## config.mk

```make
export PLATFORM = sky130hd
export DESIGN_NAME = cnt_calendar_date
export DESIGN_NICKNAME = d
export VERILOG_FILES = /design/src/rtl/cnt_calendar_date.sv
export SDC_FILE = /design/constraint.sdc
export NUM_CORES = 1
export LEC_CHECK = 0
export ABC_CLOCK_PERIOD_IN_PS = 4500
export CORE_UTILIZATION = 38
export CTS_CLUSTER_SIZE = 30
export DETAILED_ROUTE_END_ITERATION = 10
export GPL_TIMING_DRIVEN = 0
export SKIP_CTS_REPAIR_TIMING = 1
export SLEW_MARGIN = 20
export SYNTH_ARGS = -nofsm -noshare
export SYNTH_HDL_FRONTEND = slang
export SYNTH_SLANG_ARGS = --single-unit
```

## constraint.sdc

```tcl
create_clock -name CLK -period 4.5 [get_ports CLK]
set_input_delay 0.9 -clock CLK [delete_from_list [all_inputs] [get_ports CLK]]
set_output_delay 0.9 -clock CLK [all_outputs]
set_load 0.01 [all_outputs]
```

## src/rtl/cnt_calendar_date.sv

```systemverilog
// BCD calendar counter (day/month/year) with leap-year aware month lengths,
// a run mode driven by the daily tick and a set mode for stepping one field.
module cnt_calendar_date #(
  parameter int          YEAR_DIGITS = 2,
  parameter logic [7:0]  RESET_DAY   = 8'h01,
  parameter logic [7:0]  RESET_MONTH = 8'h01,
  parameter logic [15:0] RESET_YEAR  = 16'h2000
) (
  input  logic                     CLK,
  input  logic                     RESET,
  input  logic                     ENABLE,
  input  logic                     CARRY_in,
  input  logic                     SET_MODE,
  input  logic [1:0]               SET_FIELD,
  input  logic                     INC,
  input  logic                     DEC,
  output logic [7:0]               DAY,
  output logic [7:0]               MONTH,
  output logic [4*YEAR_DIGITS-1:0] YEAR,
  output logic [7:0]               DAYS_IN_MONTH,
  output logic                     IS_LEAP,
  output logic                     CARRY_out
);

  localparam int             YW       = 4 * YEAR_DIGITS;
  localparam logic [YW-1:0]  YEAR_MAX = {YEAR_DIGITS{4'h9}};

  localparam logic [1:0] FIELD_DAY   = 2'b00;
  localparam logic [1:0] FIELD_MONTH = 2'b01;
  localparam logic [1:0] FIELD_YEAR  = 2'b10;

  // Two-digit BCD step helpers; callers handle the wrap points themselves.
  function automatic logic [7:0] bcd2_inc(input logic [7:0] v);
    if (v[3:0] == 4'h9) return {v[7:4] + 4'h1, 4'h0};
    return {v[7:4], v[3:0] + 4'h1};
  endfunction

  function automatic logic [7:0] bcd2_dec(input logic [7:0] v);
    if (v[3:0] == 4'h0) return {v[7:4] - 4'h1, 4'h9};
    return {v[7:4], v[3:0] - 4'h1};
  endfunction

  // Ripple a +1 through the year digits; all-nines naturally wraps to zero.
  function automatic logic [YW-1:0] year_inc(input logic [YW-1:0] v);
    logic [YW-1:0] r;
    logic          c;
    r = v;
    c = 1'b1;
    for (int i = 0; i < YEAR_DIGITS; i++) begin
      if (c) begin
        if (r[4*i +: 4] == 4'h9) begin
          r[4*i +: 4] = 4'h0;
        end else begin
          r[4*i +: 4] = r[4*i +: 4] + 4'h1;
          c = 1'b0;
        end
      end
    end
    return r;
  endfunction

  function automatic logic [YW-1:0] year_dec(input logic [YW-1:0] v);
    logic [YW-1:0] r;
    logic          b;
    r = v;
    b = 1'b1;
    for (int i = 0; i < YEAR_DIGITS; i++) begin
      if (b) begin
        if (r[4*i +: 4] == 4'h0) begin
          r[4*i +: 4] = 4'h9;
        end else begin
          r[4*i +: 4] = r[4*i +: 4] - 4'h1;
          b = 1'b0;
        end
      end
    end
    return r;
  endfunction

  // 10t+u is a multiple of 4 iff 2t+u is: even tens need u in {0,4,8}, odd tens u in {2,6}.
  function automatic logic bcd2_div4(input logic [7:0] v);
    if (v[4]) return (v[3:0] == 4'h2) || (v[3:0] == 4'h6);
    return (v[3:0] == 4'h0) || (v[3:0] == 4'h4) || (v[3:0] == 4'h8);
  endfunction

  // A century (low pair 00) with 4 digits is leap only when the century pair is a multiple of 4.
  function automatic logic year_is_leap(input logic [15:0] y);
    if (YEAR_DIGITS == 4 && y[7:0] == 8'h00) return bcd2_div4(y[15:8]);
    return bcd2_div4(y[7:0]);
  endfunction

  function automatic logic [7:0] month_days(input logic [7:0] m, input logic leap);
    case (m)
      8'h02:                      return leap ? 8'h29 : 8'h28;
      8'h04, 8'h06, 8'h09, 8'h11: return 8'h30;
      default:                    return 8'h31;
    endcase
  endfunction

  logic [7:0]    day_q, month_q;
  logic [YW-1:0] year_q;
  logic [7:0]    day_n, month_n;
  logic [YW-1:0] year_n;

  logic          leap_cur;
  logic [7:0]    dim_cur;
  logic [7:0]    dim_new;
  logic          run_adv;
  logic          set_step;

  always_comb begin
    leap_cur = year_is_leap(16'(year_q));
    dim_cur  = month_days(month_q, leap_cur);
    run_adv  = ~RESET & ~SET_MODE & ENABLE & CARRY_in;
    set_step = SET_MODE & (INC ^ DEC);
  end

  assign CARRY_out = run_adv && (day_q == dim_cur) && (month_q == 8'h12) &&
                     (year_q == YEAR_MAX);

  always_comb begin
    day_n   = day_q;
    month_n = month_q;
    year_n  = year_q;
    dim_new = dim_cur;
    if (run_adv) begin
      if (day_q != dim_cur) begin
        day_n = bcd2_inc(day_q);
      end else begin
        day_n = 8'h01;
        if (month_q == 8'h12) begin
          month_n = 8'h01;
          year_n  = year_inc(year_q);
        end else begin
          month_n = bcd2_inc(month_q);
        end
      end
    end else if (set_step) begin
      case (SET_FIELD)
        FIELD_DAY: begin
          if (INC) day_n = (day_q == dim_cur) ? 8'h01 : bcd2_inc(day_q);
          else     day_n = (day_q == 8'h01) ? dim_cur : bcd2_dec(day_q);
        end
        FIELD_MONTH: begin
          if (INC) month_n = (month_q == 8'h12) ? 8'h01 : bcd2_inc(month_q);
          else     month_n = (month_q == 8'h01) ? 8'h12 : bcd2_dec(month_q);
          dim_new = month_days(month_n, leap_cur);
          if (day_q > dim_new) day_n = dim_new;
        end
        FIELD_YEAR: begin
          year_n  = INC ? year_inc(year_q) : year_dec(year_q);
          dim_new = month_days(month_q, year_is_leap(16'(year_n)));
          if (day_q > dim_new) day_n = dim_new;
        end
        default: ;
      endcase
    end
  end

  // State registers: reset wins over every other input in the same edge.
  always_ff @(posedge CLK) begin
    if (RESET) begin
      day_q   <= RESET_DAY;
      month_q <= RESET_MONTH;
      year_q  <= RESET_YEAR[YW-1:0];
    end else begin
      day_q   <= day_n;
      month_q <= month_n;
      year_q  <= year_n;
    end
  end

  assign DAY           = day_q;
  assign MONTH         = month_q;
  assign YEAR          = year_q;
  assign DAYS_IN_MONTH = dim_cur;
  assign IS_LEAP       = leap_cur;

endmodule

```

==> impl_metrics.json <==
{
  "crit_buf_inv": 4,
  "synth_ff_type": "dfxtp_1",
  "setup_slack_ps": 233,
  "timing.fmax_ghz": 0.234,
  "r2r_end": "DAY[6]",
  "synth_most_common_cell": "nor2_1",
  "crit_type": "in -> reg",
  "design.core.area_um2": 7330,
  "cp_top_family": "simple AND/OR/NAND/NOR gates",
  "place_hpwl_um": 6660,
  "clk_pin_slew_ps": 110,
  "hp-start": "DAY[7]",
  "routed_wl_um": 8940,
  "cts_tree": "yes",
  "synthArstFlopShare": 0,
  "min_path_cells": 2,
  "synth_edf_count": 0,
  "p_sw_uw": 221,
  "synth_cells": 415,
  "final_util": 0.475,
  "area_growth_pct": 19.1,
  "routed-via-count": 3262,
  "fin_nets": 484,
  "p_clk_frac": 0.272,
  "crit_chain": "clkbuf_2 > clkbuf_2 > buf_1 > nand3_1 > o31ai_1 > nor4_2 > nand3_1 > ha_1 > o21ai_0 > a31oi_1 > o21ai_0 > nand3_1 > a41o_1 > and4_1 > buf_2 > and3_1 > nor4_2",
  "start_util": 0.399,
  "hold-worst-slack_ps": 580,
  "cpMostUsedCell": "nand3_1",
  "clockBufferDepth": 2,
  "root_buffer": "clkbuf_8",
  "num_antenna_cells": 0,
  "synth_area_leaders": "dfxtp_1, ha_1, nor2_1",
  "fin_crit_ps": 4270,
  "slew_headroom": 0.397,
  "cts_sinks": 24,
  "ff2ff_path_depth": 17,
  "layout-drive-gt1-share": 0.0746,
  "seqPwrFrac": 0.382,
  "maxCapViolCount": 0,
  "grt_use_total": 0.221,
  "ys.warnings.count": 0,
  "cp-end-kind": "flop",
  "yosysTopAreaCell": "dfxtp_1",
  "cts_buffers": 3,
  "drt_iter0_drc": 195,
  "status": "completed",
  "synth_top_area_frac": 0.164,
  "htreeDepth": 1,
  "drtAntennaViolNets": 0,
  "die_width_um": 89.7,
  "drcViolationCount": 0,
  "dp_slack_ps": -246,
  "grt_pass1_wl_um": 14700,
  "worst_pin_slew_ps": 901,
  "dp_cells": 552,
  "fin_skew_ps": 8.99,
  "maxSlewViolCount": 0,
  "hold_class": "reg -> reg",
  "ys_seq_area_frac": 0.164,
  "synthDistinctLibCells": 67,
  "io_pins": 43,
  "ys_ff_latch": 24,
  "hold_end": "DAY[7]",
  "power.internal_uw": 378,
  "die_h_um": 89.7,
  "gp_congestion": 0.909,
  "p_comb_frac": 0.346,
  "crit_required_ps": 4700,
  "antenna_found_initial": 0,
  "cp_slowest_cell": "nor4_2",
  "vias_per_cell": 5.88,
  "wl_per_cell_um": 16.1,
  "overflow": 0,
  "critPathMaxStageDelay_ps": 450,
  "crit_fanout": 10,
  "setup_viol": 0,
  "rsz0062_at_grt": "no",
  "fin_crit_sh": 0.948,
  "swShare": 0.369,
  "num_rows": 31,
  "powerDensity_nw_per_um2": 172,
  "finalHoldViolCount": 0,
  "first_pass_iters": 5,
  "r2r_start": "MONTH[3]",
  "cp.arrival_ps": 4470,
  "synthesis.area_um2": 2930,
  "grt_start_max_net_pins": 14,
  "port_buffers": 35,
  "p_leak_nw": 1.31,
  "grt_pass1_vias": 2942,
  "avgSynthCellArea_um2": 7.05,
  "final_cells": 555,
  "irDropWorstVdd_uv": 104,
  "synth_commonest_cells": "nor2_1, nand2_1",
  "start_kind": "input port",
  "final.setup.tns_ps": 0,
  "dieArea_um2": 8050,
  "clock_latency_ps": 280,
  "rrSetupSlack_ps": 290
}
[kinds of logic after synthesis]
family / count (synthesis) / share of synthesized area
other: 2 / 0.00257
XOR/XNOR: 15 / 0.0449
AO/OA/AOI/OAI: 119 / 0.276
adder cells (fa/ha/maj): 18 / 0.0770
flip-flops: 24 / 0.164
buffers and inverters: 61 / 0.0898
AND/OR/NAND/NOR: 170 / 0.320
multiplexers: 6 / 0.0252
[worst reg2reg max path: cells and delay by family, from the launching register on]
kind / cells / cell delay [ps]
buf+inv: 2 / 350
fa+ha+maj: 1 / 340
simple gates: 8 / 2130
compound gates: 6 / 990
flops: 1 / 340
[power groups by stage]
stage	Clock (mW)	Sequential [mW]	Combinational, mW
after floorplan	0	0.233	0.142
after global placement	0	0.233	0.200
after detailed placement	0	0.233	0.202
after CTS	0.170	0.228	0.203
after global routing	0.179	0.230	0.228
final	0.163	0.229	0.207
[layer usage]
metal / wire length (um) / vias to the layer above / global-route usage
met5: 0 / - / 0
met4: 59 / 0 / 0.0492
met3: 432 / 6 / 0.0203
met2: 4080 / 105 / 0.360
met1: 4370 / 1552 / 0.316
li1: - / 1599 / -
[through the flow]
step	instance area, um2	power [mW]
3_5_place_dp	3410	0.435
3_3_place_gp	3410	0.432
5_1_grt	3480	0.637
4_1_cts	3470	0.601
2_1_floorplan	2940	0.375
6_report	3480	0.599
[cells in the final DEF, fill, tap and decap left out, types with 11 or more instances in the layout]
master	n
o21ai_0	24
a21oi_1	24
nor2b_1	11
nand3_1	20
clkdlybuf4s50_1	34
inv_1	23
nor3_1	12
dfxtp_1	24
nand2_1	26
ha_1	18
nor2_1	38
clkbuf_1	22
[worst max path at each step]
stage	from	endpoint	slack (ps)	cells after the start
floorplan	INC	DAY[6]	600	17
global placement	INC	DAY[6]	-170	17
detailed placement	INC	DAY[6]	-250	17
CTS	MONTH[4]	CARRY_out	-500	14
global route	MONTH[3]	DAY[6]	30	17
finish	INC	DAY[6]	230	17
[sequential cells by signal, summed over array words and instances (netlist names)]
register,flops
DAY,8
MONTH,8
YEAR,8
[cell type report]
class	instances	area, um2
Sequential cell	24	480
Multi-Input combinational cell	333	2210
Tap cell	99	124
Clock buffer	4	55.1
Buffer	37	175
Timing Repair Buffer	35	353
Inverter	23	86.3
Fill cell	772	3850
No activity file was read; power rests on OpenSTA's default activity.
